<file path="config.mk">
export PLATFORM = sky130hd
export DESIGN_NAME = mem_arbiter
export DESIGN_NICKNAME = d
export VERILOG_FILES = /design/src/rtl/mem_arbiter.sv
export SDC_FILE = /design/constraint.sdc
export NUM_CORES = 1
export LEC_CHECK = 0
export BUFFER_PORTS_ARGS = -buffer_cell sky130_fd_sc_hd__buf_2
export CORE_AREA = 4 4 286 288
export CTS_CLUSTER_DIAMETER = 80
export CTS_CLUSTER_SIZE = 14
export DETAILED_ROUTE_END_ITERATION = 10
export DIE_AREA = 0 0 290 292
export GPL_TIMING_DRIVEN = 0
export RECOVER_POWER = 100
export SYNTH_ARGS = -nofsm -noshare
export SYNTH_HDL_FRONTEND = slang
export SYNTH_SLANG_ARGS = --single-unit
export TNS_END_PERCENT = 100
</file>
<file path="constraint.sdc">
create_clock -name clk -period 1.9 [get_ports clk]
set_clock_uncertainty 0.2 [all_clocks]
set_input_delay 0.19 -clock clk [delete_from_list [all_inputs] [get_ports clk]]
set_output_delay 0.19 -clock clk [all_outputs]
set_load 0.005 [all_outputs]
</file>
<file path="src/rtl/mem_arbiter.sv">
// mem_arbiter: shares the single main-memory port between I-cache and D-cache
// line traffic. One line transaction at a time (I read, D read, D write-back),
// fixed memory latency timed by an internal down-counter, round-robin on ties.
//
// Handshake: i_req/d_req are levels held by the cache until it samples its
// ack high; the cache drops req at that same edge. i_ack/d_ack are one-cycle
// completion pulses issued in RESP. There is no back-pressure from memory.
module mem_arbiter #(
  parameter int ADDR_W  = 32,
  parameter int LINE_W  = 128,
  parameter int MEM_LAT = 4
) (
  input  logic              clk,
  input  logic              reset,
  input  logic              i_req,
  input  logic [ADDR_W-1:0] i_addr,
  input  logic              d_req,
  input  logic              d_we,
  input  logic [ADDR_W-1:0] d_addr,
  input  logic [LINE_W-1:0] d_wdata,
  output logic              mem_en,
  output logic              mem_we,
  output logic [ADDR_W-1:0] mem_addr,
  output logic [LINE_W-1:0] mem_wdata,
  input  logic [LINE_W-1:0] mem_rdata,
  output logic              i_ack,
  output logic [LINE_W-1:0] i_rdata,
  output logic              d_ack,
  output logic [LINE_W-1:0] d_rdata,
  output logic [1:0]        grant,
  output logic              busy,
  output logic [1:0]        dbg_state
);

  localparam int CNT_W = (MEM_LAT > 1) ? $clog2(MEM_LAT) : 1;

  typedef enum logic [1:0] {
    IDLE = 2'd0,
    BUSY = 2'd1,
    RESP = 2'd2
  } state_t;

  state_t             state;
  logic [CNT_W-1:0]   cnt;
  logic               last_d;   // 1 = D won the previous arbitration
  logic               owner_d;  // 1 = D owns the current transaction
  logic               pick_d;

  assign dbg_state = state;

  // Arbitration: a lone requester wins; on a tie the side that did not win last time wins
  always_comb begin
    pick_d = d_req & (~i_req | ~last_d);
  end

  // Main FSM: IDLE arbitrates and latches, BUSY times the access, RESP pulses ack
  always_ff @(posedge clk or negedge reset) begin
    if (!reset) begin
      state     <= IDLE;
      cnt       <= '0;
      last_d    <= 1'b0;
      owner_d   <= 1'b0;
      mem_en    <= 1'b0;
      mem_we    <= 1'b0;
      mem_addr  <= '0;
      mem_wdata <= '0;
      i_ack     <= 1'b0;
      d_ack     <= 1'b0;
      i_rdata   <= '0;
      d_rdata   <= '0;
      grant     <= 2'b00;
      busy      <= 1'b0;
    end else begin
      case (state)
        IDLE: begin
          if (i_req || d_req) begin
            owner_d  <= pick_d;
            last_d   <= pick_d;
            grant    <= pick_d ? 2'b10 : 2'b01;
            mem_addr <= pick_d ? d_addr : i_addr;
            if (pick_d) begin
              mem_wdata <= d_wdata;
            end
            mem_we   <= pick_d & d_we;
            mem_en   <= 1'b1;
            busy     <= 1'b1;
            cnt      <= CNT_W'(MEM_LAT - 1);
            state    <= BUSY;
          end
        end
        BUSY: begin
          if (cnt == '0) begin
            // mem_we still holds the latched direction on this final cycle
            if (!mem_we) begin
              if (owner_d) begin
                d_rdata <= mem_rdata;
              end else begin
                i_rdata <= mem_rdata;
              end
            end
            if (owner_d) begin
              d_ack <= 1'b1;
            end else begin
              i_ack <= 1'b1;
            end
            mem_en <= 1'b0;
            mem_we <= 1'b0;
            state  <= RESP;
          end else begin
            cnt <= cnt - 1'b1;
          end
        end
        RESP: begin
          i_ack <= 1'b0;
          d_ack <= 1'b0;
          grant <= 2'b00;
          busy  <= 1'b0;
          state <= IDLE;
        end
        default: begin
          state <= IDLE;
        end
      endcase
    end
  end

endmodule

</file>
* After elaboration in Yosys (flattened, before gate mapping)
Cells that the tools add are included.
** Word-level totals
- Word-level logic and storage cells :: 65
- Bits of input ports :: 325
- Register bits :: 428
- Output and inout port bits :: 425
** Operators by class
- Reduce and logical (&&, ||, !) cells :: 16
- Add/sub/neg operators :: 1
- Eq/ne operators :: 7
- Mux-type cells :: 22
- Bitwise logic cells :: 6
** Operators with widths (number)
- $mux 32 :: 1
- $reduce_and 3->1 :: 5
- $mux 2 :: 6
- $pmux 2 s2 :: 3
- $ne 2x2->1 const B :: 5
- $pmux 1 s2 :: 5
- $reduce_and 4->1 :: 2
- $mux 1 :: 7
- $reduce_and 2->1 :: 3
- $reduce_bool 2->1 :: 3
- $logic_not 2->1 :: 2
- $not 1->1 :: 3
- $and 1x1->1 :: 2
- $eq 2x1->1 const B :: 1
- $eq 2x2->1 const B :: 1
- $sub 2x1->2 const B :: 1
- $logic_or 1x1->1 :: 1
- $or 1x1->1 :: 1

* Logic depth before layout (Yosys ltp)
- Depth after elaboration :: 6
- Gate-level depth with buffers :: 6
- Mapped depth without buffers :: 5

* Least setup slack after synthesis
OpenSTA, ideal clock, no wires.
- Path kind :: register -> register
- Start :: register state[1], in the netlist dbg_state[1]
- End :: register mem_wdata[10]
- Data arrival time :: 1.581 ns
- Cell stages (with the launch flop) :: 7
- Clock period less this slack :: 1.906 ns
- Required time :: 1.575 ns
- Path buffers :: 3
- Path slack :: -0.006 ns
- Library setup time :: 0.125 ns
- Cell sequence :: dfrtp_1 > or2_1 > buf_4 > nor2_4 > buf_6 > buf_6 > mux2_2
** On the way
- Longest elaborated chain between the ends :: 2
** Ends and longest elaborated chain
- start: declaration :: line 43 : state_t state;
- start signal: assignment :: line 59 : state <= IDLE;
- start signal: assignment :: line 88 : state <= BUSY;
- start signal: assignment :: line 108 : state <= RESP;
- $logic_not 2->1 :: line 74 : case (state)
- $reduce_and 3->1 (no line)
- end signal: assignment :: line 82 : mem_wdata <= d_wdata;
- end: declaration :: line 24 : output logic [LINE_W-1:0] mem_wdata,
No other way between the ends.
A chain may end at the register's enable or synchronous reset.

* Worst setup path in the final report
- Start :: register state[1], in the netlist dbg_state[1]
- End :: register i_rdata[92]
** On the way
- Longest elaborated chain between the ends :: 2
** Ends and longest elaborated chain
- $eq 2x1->1 :: line 74
- $reduce_and 4->1 (no line)
- end signal: assignment :: line 98 : i_rdata <= mem_rdata;
- end: declaration :: line 27 : output logic [LINE_W-1:0] i_rdata,
No other way between the ends.

==> metrics.txt <==
dominant cell by count in the synthesized netlist=dfrtp_1; die width=290 um; Static Leak=12.7 nW; Net Sw Frac=33.1%; maximum clock frequency=470 MHz; Multi-input gate area=6020 um2; Switch Pwr=13.9 mW; first-pass GRT wire length=97,000 um; WHS=-538 ps; register area share after synthesis=65.1%; Total Die Area=84,700 um2; Netlist cell types=36; Critical Path End Type=flop; final non-filler cell total=3,256; synthesized flop and latch total=428; # clock sinks=428; vias per cell=4.19; largest net degree at the start of global routing=123; DR pass1 iterations=4; layout cells sized above 1=45.0%; DRC=0; Pins Over Slew Limit=0; Area growth, synth to finish=71.1%; Port Buf Inserts=749; antenna-violating nets left=0; ys async rst share=100%; nets@finish=2,520; CTS tree=yes; clock power share=18.1%; slew margin rel.=17.7%; sequential power share=39.6%; Yosys top cell area share=65.1%; Combinational Power Share=42.3%; GPL Wtd Cong=0.853; Yosys top cell by area=dfrtp_1; ranking of synthesized cells by area=dfrtp_1, mux2_2, buf_6; clk root buf=clkbuf_16; Initial Util=20.8%; YS warnings=0; post-synth net total=1,325; number of global-route vias before repair=15,600; worst-margin pin slew=1230 ps; total track usage=14.6%; Cell Int Power=28.2 mW; Fillers=7,604; CTS buffer count=40; pwr dens=1500 nW/um2; flip-flop and latch area=10,700 um2; area of the core=78,900 um2; Max Cap Viol=0; dpl cells=2,800; initial antenna violation count=3; RSZ-0062 raised after global routing=yes; synthesized instance count=998; most frequent cells after synthesis=dfrtp_1, mux2_2, buf_6; Remaining Overflow, GRT=0; Die Ht=292 um; Core Util, Final=35.7%; Worst-path clk slew=70 ps; crit path time final=2130 ps; Worst IR Drop VDD=782 uV; Post-Syn Area per Cell=16.5 um2; placed inst area=21,600 um2; Hold/Removal Path Class=input port to async pin; total number of vias=13,700; Crit path required time=2110 ps; final worst path period share=112%; failing checks=hold timing, setup timing; Synth Cell Area=16,400 um2; row cnt=103; HPWL Detailed=44,300 um; Finished Cell Area=28,100 um2; crit path max fanout=6; Routed WL per cell=20.4 um; H-tree levels=2; CP arrival=2340 ps; worst skew pair latency=570 ps; Top FF cell, synth=dfrtp_1; crit start category=flop; status=finished, violations left; CTS hold repair buffers=324; WS Path Type=flop to flop; Final WS setup=-227 ps; final hold violations=97; First DRT Iteration DRCs=533; Post-synth EDFFs=0; # IOs=750; Max Buffers Root-to-Sink=3; Final setup viols=394; drt total wl=66,400 um
[flip-flops by register name (all words and copies together) (netlist names)]
name,cells
i_ack,1
mem_en,1
d_rdata,128
mem_we,1
grant,2
busy,1
d_ack,1
mem_wdata,128
cnt,2
dbg_state,2
mem_addr,32
owner_d,1
i_rdata,128
[what timing repair did]
action | in CTS | in global routing
buffers inserted | 39 | 14
setup endpoints to repair | 421 | 417
endpoints found under the hold margin | 515 | 97
gates resized for setup | 280 | 89
cloned | 27 | 10
pin swaps | 5 | 7
[layer usage]
layer	part of all wire, %	track usage, %	wire (um)	up-vias
met2	49	25.0	32700	598
met4	5.2	7.88	3430	0
li1	-	-	-	5961
met5	0	0	0	-
met1	39	16.7	25900	6924
met3	6.6	3.97	4390	168
[area by class of cell]
class | instances | share of cell area, %
clock buffer | 43 | 3.67
multi-input combinational | 507 | 21.4
timing repair buffer | 1158 | 28.6
inverter | 6 | 0.0801
tap | 1050 | 4.67
antenna | 1 | 0.00890
buffer | 52 | 2.99
sequential | 428 | 38.1
clock inverter | 11 | 0.418
[power groups by stage]
stage / logic, mW / registers [mW] / clock network, mW
after floorplan: 6.33 / 16.5 / 0
after global placement: 14.1 / 16.2 / 0
after detailed placement: 14.5 / 16.4 / 0
after CTS: 18.2 / 16.4 / 7.90
after global routing: 19.0 / 17.2 / 8.21
final: 17.8 / 16.7 / 7.61
[through the flow]
stage	TNS [ps]	power, mW	setup slack (ps)	hold slack, ps
after global placement	-3390190	30.3	-8440	209
after CTS	-49530	42.5	-221	-537
after global routing	-80570	44.4	-269	-490
after floorplan	0	22.8	7.72	-306
after detailed placement	-138330	30.8	-425	85.8
final	-41560	42.2	-227	-538
[critical path: stages (launching register included)]
cell and delay [ps]:
dfrtp_2 440, buf_6 130, nor2b_4 130, and4bb_4 290, buf_12 130, buf_16 170
clkbuf_16 180, mux2_4 300
[logic make-up after synthesis]
logic type / after synthesis / share of synthesized area (%)
buffers and inverters: 63 / 3.22
AND/OR/NAND/NOR: 50 / 1.61
flip-flops: 428 / 65.1
AO/OA/AOI/OAI: 71 / 3.58
multiplexers: 384 / 26.3
adder cells (fa/ha/maj): 2 / 0.152
[cells in the final DEF (no fill, tap or decap), types with 2 or more instances in the layout]
cell / netlist / routed
inv_2: 0 / 2
mux2_2: 350 / 179
inv_1: 6 / 4
a221o_1: 9 / 9
mux2_4: 0 / 196
clkbuf_4: 0 / 4
nor2_4: 1 / 2
dlygate4sd3_1: 0 / 324
buf_8: 0 / 6
dfrtp_1: 428 / 425
o21ai_0: 5 / 4
nand2b_1: 2 / 2
clkinv_2: 0 / 2
nor2_1: 2 / 2
clkbuf_2: 0 / 11
mux2_1: 34 / 9
buf_4: 2 / 21
buf_12: 0 / 51
buf_16: 0 / 22
a2bb2oi_1: 23 / 23
nand2_1: 27 / 27
a211oi_2: 0 / 7
a31o_2: 2 / 2
and3_1: 9 / 9
inv_6: 0 / 6
buf_2: 6 / 405
clkbuf_1: 12 / 344
buf_1: 0 / 3
dfrtp_2: 0 / 3
a211oi_1: 22 / 14
buf_6: 37 / 11
clkbuf_16: 0 / 51
nor3b_1: 2 / 2
a21o_1: 2 / 2
[final timing paths]
check / slack, ps / from / to / depth (start not counted)
setup / recovery: -230 / dbg_state[1] / i_rdata[92] / 7
hold / removal: -540 / reset / d_rdata[60] / 1
setup reg to reg: -230 / dbg_state[1] / i_rdata[92] / 7
hold reg to reg: 280 / mem_en / mem_en / 1
max in group asynchronous: 120 / reset / mem_wdata[17] / 3
min in group clk: 120 / d_req / busy / 4
(Power assumes the default switching activity.)
